==> src/rtl/usb_hs_tx_serializer.sv <==
// USB2 high-speed transmit bit engine: SYNC, LSB-first payload with bit stuffing,
// NRZI line coding and EOP, fed by a one-byte holding register over valid/ready.
module usb_hs_tx_serializer #(
    parameter int SYNC_BITS = 32,
    parameter int EOP_BITS  = 8
) (
    input  logic       clock,
    input  logic       reset,
    input  logic [7:0] data_in,
    input  logic       data_valid,
    input  logic       data_last,
    output logic       data_ready,
    output logic       tx_en,
    output logic       tx_line,
    output logic       underrun
);

    localparam int MAX_BITS = (SYNC_BITS > EOP_BITS) ? SYNC_BITS : EOP_BITS;
    localparam int CNT_W    = $clog2(MAX_BITS + 1);
    localparam logic [CNT_W-1:0] SYNC_LAST = CNT_W'(SYNC_BITS - 1);
    localparam logic [CNT_W-1:0] EOP_LAST  = CNT_W'(EOP_BITS - 1);

    typedef enum logic [2:0] {
        S_IDLE,
        S_SYNC,
        S_DATA,
        S_STUFF,
        S_EOP
    } state_t;

    // The state names the kind of bit currently on the line.
    state_t           r_state;
    state_t           w_next_state;

    logic [7:0]       r_hold;
    logic             r_hold_full;
    logic             r_hold_last;
    logic             r_last_seen;
    logic [7:0]       r_shift;
    logic             r_cur_last;
    logic [2:0]       r_bit_cnt;
    logic [CNT_W-1:0] r_cnt;
    logic [2:0]       r_ones;
    logic             r_line;
    logic             r_underrun;

    logic             w_ready;
    logic             w_accept;
    logic             w_sync_end;
    logic             w_eop_end;
    logic             w_stuff;
    logic             w_step;
    logic             w_byte_end;
    logic             w_load;
    logic             w_abort;
    logic             w_finish;
    logic             w_raw;
    logic             w_line_next;
    logic [2:0]       w_ones_next;

    assign w_ready    = !r_hold_full && !r_last_seen &&
                        (r_state == S_IDLE || r_state == S_SYNC || r_state == S_DATA);
    assign w_accept   = data_valid && w_ready;
    assign w_sync_end = (r_state == S_SYNC) && (r_cnt == SYNC_LAST);
    assign w_eop_end  = (r_state == S_EOP) && (r_cnt == EOP_LAST);
    assign w_stuff    = (r_state == S_DATA) && (r_ones == 3'd6);
    assign w_step     = ((r_state == S_DATA) && !w_stuff) || (r_state == S_STUFF);
    assign w_byte_end = w_step && (r_bit_cnt == 3'd7);
    assign w_finish   = w_byte_end && r_cur_last;
    assign w_abort    = w_byte_end && !r_cur_last && !r_hold_full;
    assign w_load     = w_sync_end || (w_byte_end && !r_cur_last && r_hold_full);

    always_ff @(posedge clock or negedge reset) begin
        if (!reset) begin
            r_state <= S_IDLE;
        end else begin
            r_state <= w_next_state;
        end
    end

    always_comb begin
        w_next_state = r_state;
        case (r_state)
            S_IDLE:  if (w_accept) w_next_state = S_SYNC;
            S_SYNC:  if (w_sync_end) w_next_state = S_DATA;
            S_DATA: begin
                if (w_stuff)                   w_next_state = S_STUFF;
                else if (w_finish || w_abort)  w_next_state = S_EOP;
            end
            S_STUFF: w_next_state = (w_finish || w_abort) ? S_EOP : S_DATA;
            S_EOP:   if (w_eop_end) w_next_state = S_IDLE;
            default: w_next_state = S_IDLE;
        endcase
    end

    // Raw bit for the next bit time, then its NRZI level and the updated ones run.
    always_comb begin
        w_raw = 1'b1;
        case (r_state)
            S_IDLE: w_raw = (SYNC_LAST == '0);
            S_SYNC: w_raw = w_sync_end ? r_hold[0] : ((r_cnt + CNT_W'(1)) == SYNC_LAST);
            S_DATA, S_STUFF: begin
                if (w_stuff)          w_raw = 1'b0;
                else if (w_load)      w_raw = r_hold[0];
                else if (!w_byte_end) w_raw = r_shift[1];
                else                  w_raw = 1'b1;
            end
            default: w_raw = 1'b1;
        endcase

        w_line_next = (w_next_state == S_IDLE) ? 1'b1 : (w_raw ? r_line : ~r_line);

        w_ones_next = 3'd0;
        if (w_next_state == S_SYNC || w_next_state == S_DATA || w_next_state == S_STUFF) begin
            if (w_raw) w_ones_next = (r_ones == 3'd7) ? 3'd7 : r_ones + 3'd1;
        end
    end

    always_ff @(posedge clock) begin
        if (w_accept) r_hold <= data_in;
        if (w_load)       r_shift <= r_hold;
        else if (w_step)  r_shift <= {1'b0, r_shift[7:1]};
    end

    always_ff @(posedge clock or negedge reset) begin
        if (!reset) begin
            r_hold_full <= 1'b0;
            r_hold_last <= 1'b0;
            r_last_seen <= 1'b0;
            r_cur_last  <= 1'b0;
            r_bit_cnt   <= 3'd0;
            r_cnt       <= '0;
            r_ones      <= 3'd0;
            r_line      <= 1'b1;
            r_underrun  <= 1'b0;
        end else begin
            // Accept and load on one edge: old byte moves on, new byte stays held.
            if (w_eop_end) begin
                r_hold_full <= 1'b0;
                r_last_seen <= 1'b0;
            end else begin
                if (w_accept) begin
                    r_hold_full <= 1'b1;
                    r_hold_last <= data_last;
                    if (data_last) r_last_seen <= 1'b1;
                end else if (w_load) begin
                    r_hold_full <= 1'b0;
                end
            end

            if (w_load) begin
                r_cur_last <= r_hold_last;
                r_bit_cnt  <= 3'd0;
            end else if (w_step) begin
                r_bit_cnt  <= r_bit_cnt + 3'd1;
            end

            if (w_next_state != r_state)                 r_cnt <= '0;
            else if (r_state == S_SYNC || r_state == S_EOP) r_cnt <= r_cnt + CNT_W'(1);

            r_ones     <= w_ones_next;
            r_line     <= w_line_next;
            r_underrun <= w_abort;
        end
    end

    assign data_ready = w_ready;
    assign tx_en      = (r_state != S_IDLE);
    assign tx_line    = r_line;
    assign underrun   = r_underrun;

endmodule

==> config.mk <==
export PLATFORM = sky130hd
export DESIGN_NAME = usb_hs_tx_serializer
export DESIGN_NICKNAME = d
export VERILOG_FILES = /design/src/rtl/usb_hs_tx_serializer.sv
export SDC_FILE = /design/constraint.sdc
export NUM_CORES = 1
export LEC_CHECK = 0
export BUFFER_PORTS_ARGS = -buffer_cell sky130_fd_sc_hd__buf_2
export CAP_MARGIN = 20
export CORE_MARGIN = 2
export CORE_UTILIZATION = 60
export CTS_CLUSTER_DIAMETER = 150
export DETAILED_ROUTE_END_ITERATION = 10
export PLACE_DENSITY = 0.85
export SYNTH_ARGS = -nofsm -noshare
export SYNTH_HDL_FRONTEND = slang
export SYNTH_SLANG_ARGS = --single-unit
==> constraint.sdc <==
create_clock -name clock -period 6.4 [get_ports clock]
set_input_delay 0.32 -clock clock [delete_from_list [all_inputs] [get_ports clock]]
set_output_delay 0.32 -clock clock [all_outputs]
set_load 0.01 [all_outputs]
== Word level (Yosys, flattened, before mapping) ==
Index checks and enable logic that the tools add are counted.

* Register bits after elaboration: 37
* Input bits: 12
* Output and inout bits: 4
* Word-level logic and storage cells: 96

* Add/sub/neg operators: 3
* Equal/unequal tests: 15
* Muxes and demuxes: 29
* Bitwise gates (word level): 2
* Reduce and logical (&&, ||, !) cells: 35

{| class="wikitable"
|+ Operator list
! cell !! number
|-
| 3-bit two-way mux || 11
|-
| 8-bit two-way mux || 2
|-
| 3-bit one-hot mux with 5 select lines || 1
|-
| 3-bit by 2-bit equality test with 1-bit output (second input constant) || 4
|-
| 3-bit equality test (second input constant) || 4
|-
| 6-bit by 5-bit equality test with 1-bit output (second input constant) || 2
|-
| 1-bit logical AND || 12
|-
| 1-bit two-way mux || 12
|-
| 6-bit two-way mux || 2
|-
| 1-bit logical OR || 8
|-
| 2-bit nonzero test || 4
|-
| 3-bit by 1-bit adder with 3-bit output (second input constant) || 2
|-
| 6-bit by 1-bit adder with 6-bit output (second input constant) || 1
|-
| 3-bit by 1-bit equality test with 1-bit output (second input constant) || 2
|-
| 6-bit by 3-bit equality test with 1-bit output (second input constant) || 1
|-
| 3-bit zero test || 2
|-
| 3-bit nonzero test || 2
|-
| 1-bit zero test || 4
|-
| 2-bit AND reduction || 2
|-
| 3-bit != test || 1
|-
| 1-bit one-hot mux with 3 select lines || 1
|-
| 2-bit by 1-bit != test with 1-bit output (second input constant) || 1
|-
| 1-bit NOT || 2
|-
| 2-bit OR reduction || 1
|}

== Longest topological paths before layout ==
* Depth after elaboration: 16
* Gate-level depth with buffers: 8
* Depth with buffers taken out: 8

== Least setup slack after synthesis ==
Ideal clock, no wire load.

* Path type: register to register
* From: register r_state[2]
* To: register r_hold_last
* Library setup time: 0.125 ns
* Data arrival time: 1.998 ns
* Required time: 6.275 ns
* Slack: 4.277 ns
* Stages on the path, launching flop included: 6
* Path buffers: 1
* Period minus slack after synthesis: 2.123 ns
* Cells stage by stage: dfrtp_1 clkbuf_1 nor3_1 a21boi_0 and2_0 mux2_2

* Cells in the longest elaborated chain, start to end: 6
* Elaborated cells on any way between the ends: 11
* Those cells by class: 3 x eq/ne; 1 x bitwise; 7 x reduce/logical

{| class="wikitable"
|+ RTL lines
! what !! RTL line !! source
|-
| from (decl) || 32 || <nowiki>state_t r_state;</nowiki>
|-
| from (signal assigned) || 77 || <nowiki>r_state <= w_next_state;</nowiki>
|-
| 3-bit by 1-bit equality test with 1-bit output or 3-bit zero test (tied branches) || 62 || <nowiki>(r_state == S_IDLE || r_state == S_SYNC || r_state == S_DATA);</nowiki>
|-
| 1-bit logical OR || 62 ||
|-
| 1-bit logical OR * || 62 ||
|-
| 1-bit logical AND * || 61 || <nowiki>assign w_ready = !r_hold_full && !r_last_seen &&</nowiki>
|-
| via data_ready || 12 || <nowiki>output logic data_ready,</nowiki>
|-
| 1-bit logical AND * || 63 || <nowiki>assign w_accept = data_valid && w_ready;</nowiki>
|-
| via w_accept || 48 || <nowiki>logic w_accept;</nowiki>
|-
| 2-bit AND reduction (no line) * || -- ||
|-
| to (signal assigned) || 144 || <nowiki>r_hold_last <= data_last;</nowiki>
|-
| to (decl) || 37 || <nowiki>logic r_hold_last;</nowiki>
|}

Mark *: on every way through the listed nets, which the timed path passes. The rest lies on a longest branch.
A chain may end at the register's enable or synchronous reset.

== Final worst setup path ==
* From: register r_cnt[0]
* To: register r_ones[2]

* Cells in the longest elaborated chain, start to end: 8
* Elaborated cells on any way between the ends: 21
* Those cells by class: 1 x add/sub; 6 x eq/ne; 9 x mux; 5 x reduce/logical

{| class="wikitable"
|+ RTL lines
! what !! RTL line !! source
|-
| from (decl) || 42 || <nowiki>logic [CNT_W-1:0] r_cnt;</nowiki>
|-
| from (signal assigned) || 159 || <nowiki>else if (r_state == S_SYNC || r_state == S_EOP) r_cnt <= r_cnt + CNT_W'(1);</nowiki>
|-
| branches (longest 7 deep; another with 6-bit by 1-bit adder with 6-bit output) || -- ||
|-
| 3-bit two-way mux * || 114 || <nowiki>if (w_next_state == S_SYNC || w_next_state == S_DATA || w_next_state == S_STUFF) begin</nowiki>
|-
| via w_ones_next[2] || 59 || <nowiki>logic [2:0] w_ones_next;</nowiki>
|-
| to (signal assigned) || 161 || <nowiki>r_ones <= w_ones_next;</nowiki>
|-
| to (decl) || 43 || <nowiki>logic [2:0] r_ones;</nowiki>
|}

Mark *: on every way through the listed nets, which the timed path passes.

==> metrics.md <==
| Metric | Value |
|---|---|
| Status | finished clean |
| Number of I/O pins | 16 |
| Routed WL | 3.15 mm |
| Setup tns final | 0 ns |
| Clock root cell | clkbuf_4 |
| Final hold vios | 0 |
| Worst vdd ir | 0.285 mV |
| Crit start category | flip-flop |
| Final setup fails | 0 |
| Most numerous cell in the Yosys netlist | nand2_1 |
| Final-layout fill cell count | 204 |
| Tcrit/Tclk final | 35.8% |
| Top cell family by delay on the critical path | compound AO/OA/AOI/OAI gates |
| CTS tree | built |
| TritonCTS buffer count | 5 |
| Wire per inst | 14.9 um |
| Unrepaired setup endpoints after global routing | no |
| Clock Tree Buf Depth | 2 |
| Cell Area, Synth | 1740 sq um |
| Synth Register Bits | 36 |
| Synth top area share | 28.8% |
| Iteration count of the initial detailed-routing pass | 4 |
| Post-synth top cells | nand2_1 (29), dfrtp_1 (20), edfxtp_1 (15), nor2_1 (13), nand3_1 (10) |
| Effective utilization at floorplan | 63.1% |
| Area growth from synthesis to layout | 9.57% |
| Vias | 1257 |
| Synth area leader | dfrtp_1 |
| Hold crit path type | in2reg |
| XOR/XNOR share of the synthesized area | 4.03% |
| Adder-cell share of the synthesized area | 4.32% |
| Main synth FF type | dfrtp_1 |
| Cell Pwr Density | 365 nW/um^2 |
| Total track usage | 21.8% |
| Clk_skew | 0.00618 ns |
| CP Cell Sequence | ha_1, nand2b_2, or3b_1, o21a_4, o21a_1, o21ai_0, nor2_1 |
| WS Path Type | reg2reg |
| Die X-Extent | 57.8 um |
| Max-Cap Viols | 0 |
| Pins Over Slew Limit | 0 |
| Final GP Congestion | 0.803 |
| Initial antenna violation count | 0 |
| Post-layout min period | 2.29 ns |
| H-tree Lvls | 2 |
| Num Clock Sinks | 36 |
| Die height | 57.8 um |
| Clk pin slew, worst setup/hold paths | 0.11 ns |
| Crit path required time | 6.62 ns |
| First-pass GRT wire length | 5.35 mm |
| CP max stage delay | 0.50 ns |
| Crit-path max FO | 8 |
| Post-synthesis sequential area ratio | 56.2% |
| Static Leak | 0.811 nW |
| Synth unique cells | 43 |
| Worst Path Arrival | 2.51 ns |
| Slew HR | 53.6% |
| Worst skew pair latency | 0.34 ns |
| Async set-or-reset flop fraction in the synthesized netlist | 58.3% |
| Fmax | 437 MHz |
| Syn_nets | 180 |
| Num rows | 19 |
| Largest net degree at the start of global routing | 22 |
| Largest family of logic cells by synthesized area | simple AND/OR/NAND/NOR gates |
| Total power draw | 0.696 mW |
| CP Buf/Inv Count | 0 |
| Post-synth EDFFs | 15 |
| Final net count | 198 |
| Syn Inst Count | 162 |
| Grt total ovfl | 0 |
| Worst-Margin Slew | 0.696 ns |
| Layout cells sized above 1 | 17.7% |
| Critical path capture point type | flip-flop |
| Diodes inserted | 0 |
| Vias in the first global route | 1200 |
| ANT nets after route | 0 |
| Post-Synth Simple-Gate Area | 20.9% |
| Complex-gate fraction of the synthesized area | 10.6% |
| Post-DP HPWL | 2.19 mm |
| DR vias/cell | 5.93 |
| Synth Area per Inst | 10.7 sq um |
| Top cells by area, synth | dfrtp_1 (29%), edfxtp_1 (26%), nand2_1 (6.3%), ha_1 (4.3%), nand3_1 (2.9%) |
| Post-CTS sizing | 0 |
| Initial detailed-routing violation count | 54 |
| Mux cell area share after synthesis | 0.647% |
| Crit path max-delay cell type | or3b_1 |
| Synth warn | 0 |
| IO Port Bufs | 15 |
| DIE AREA | 3350 sq um |
| DRC Markers | 0 |
| Core area | 2760 sq um |
## registers in the layout, summed over array words and instances (netlist names)
register     count
r_bit_cnt        3
underrun         1
r_hold_last      1
r_cnt            6
r_hold           8
r_cur_last       1
r_state          3
r_shift          7
r_hold_full      1
r_last_seen      1
tx_line          1
r_ones           3
## cell usage in the layout, fill, tap and decap left out, drive strengths merged, types with 5 or more instances in the layout
master  count
nor2       13
ha          6
nand2      29
o21ai       8
nand3      11
edfxtp     15
buf        16
dfrtp      20
a21oi       5
clkbuf      5
## final timing paths
kind | from | end | slack [ns] | depth (start not counted)
max in group asynchronous | reset | tx_line | 5.59 | 2
hold reg to reg | r_cur_last | underrun | 0.48 | 1
setup reg to reg | r_cnt[0] | r_ones[2] | 4.11 | 7
min in group asynchronous | reset | r_cnt[2] | 0.45 | 2
hold / removal | data_in[3] | r_hold[3] | 0.15 | 1
setup / recovery | r_cnt[0] | r_ones[2] | 4.11 | 7
## worst reg2reg max path: cells and delay by family, from the launching register on
family                   cells  cell delay [ns]
adder cells (fa/ha/maj)      1             0.31
AO/OA/AOI/OAI                3             0.72
flip-flops                   1             0.45
AND/OR/NAND/NOR              3             0.69
## power by group
part | internal [mW] | switching, mW
Combinational | 0.0847 | 0.107
Clock | 0.0814 | 0.0752
Sequential | 0.295 | 0.0538
Total | 0.461 | 0.236
## per-layer routing
layer  track usage, %  part of all wire [%]
met5                0                     0
met4             11.0                   1.7
met3             4.69                   4.7
met2             33.6                    49
met1             29.3                    44
## what timing repair did
action | in CTS | in global routing
hold endpoints to repair | 20 | 0
setup buffers | 0 | 0
hold buffers | 1 | 0
## area by class of cell
| cell class | count | area, sq um | area share [%] |
|---|---|---|---|
| flip-flops and latches | 36 | 977 | 51.3 |
| multi-input cells | 116 | 704 | 37.0 |
| repair buffers | 17 | 90.1 | 4.73 |
| clock inverters | 3 | 42.5 | 2.23 |
| well taps | 31 | 38.8 | 2.04 |
| clock buffers | 5 | 37.5 | 1.97 |
| inverters | 4 | 15.0 | 0.788 |
## metrics by stage
| stage | hold WS [ns] | instances | utilization [%] | instance area [sq um] | setup slack, ns |
|---|---|---|---|---|---|
| 2_1_floorplan | 0.0244 | 162 | - | 1740 | 4.28 |
| 3_3_place_gp | 0.297 | 202 | 65.7 | 1810 | 4.13 |
| 3_5_place_dp | 0.312 | 202 | 65.7 | 1810 | 4.01 |
| 4_1_cts | 0.135 | 211 | 68.9 | 1900 | 3.98 |
| 5_1_grt | 0.120 | 212 | 69.1 | 1910 | 3.97 |
| 6_report | 0.146 | 212 | 69.1 | 1910 | 4.11 |
## kinds of logic (layout without fill, tap and decap cells)
family	Yosys count	after routing
AOI/OAI and AO/OA	27	27
DFF	36	36
xor gates and xnor gates	8	8
and+or+nand+nor	74	74
adders and majority gates	6	6
muxes	1	1
buffers and inverters	10	29
Power figures use the tool's default switching activity.
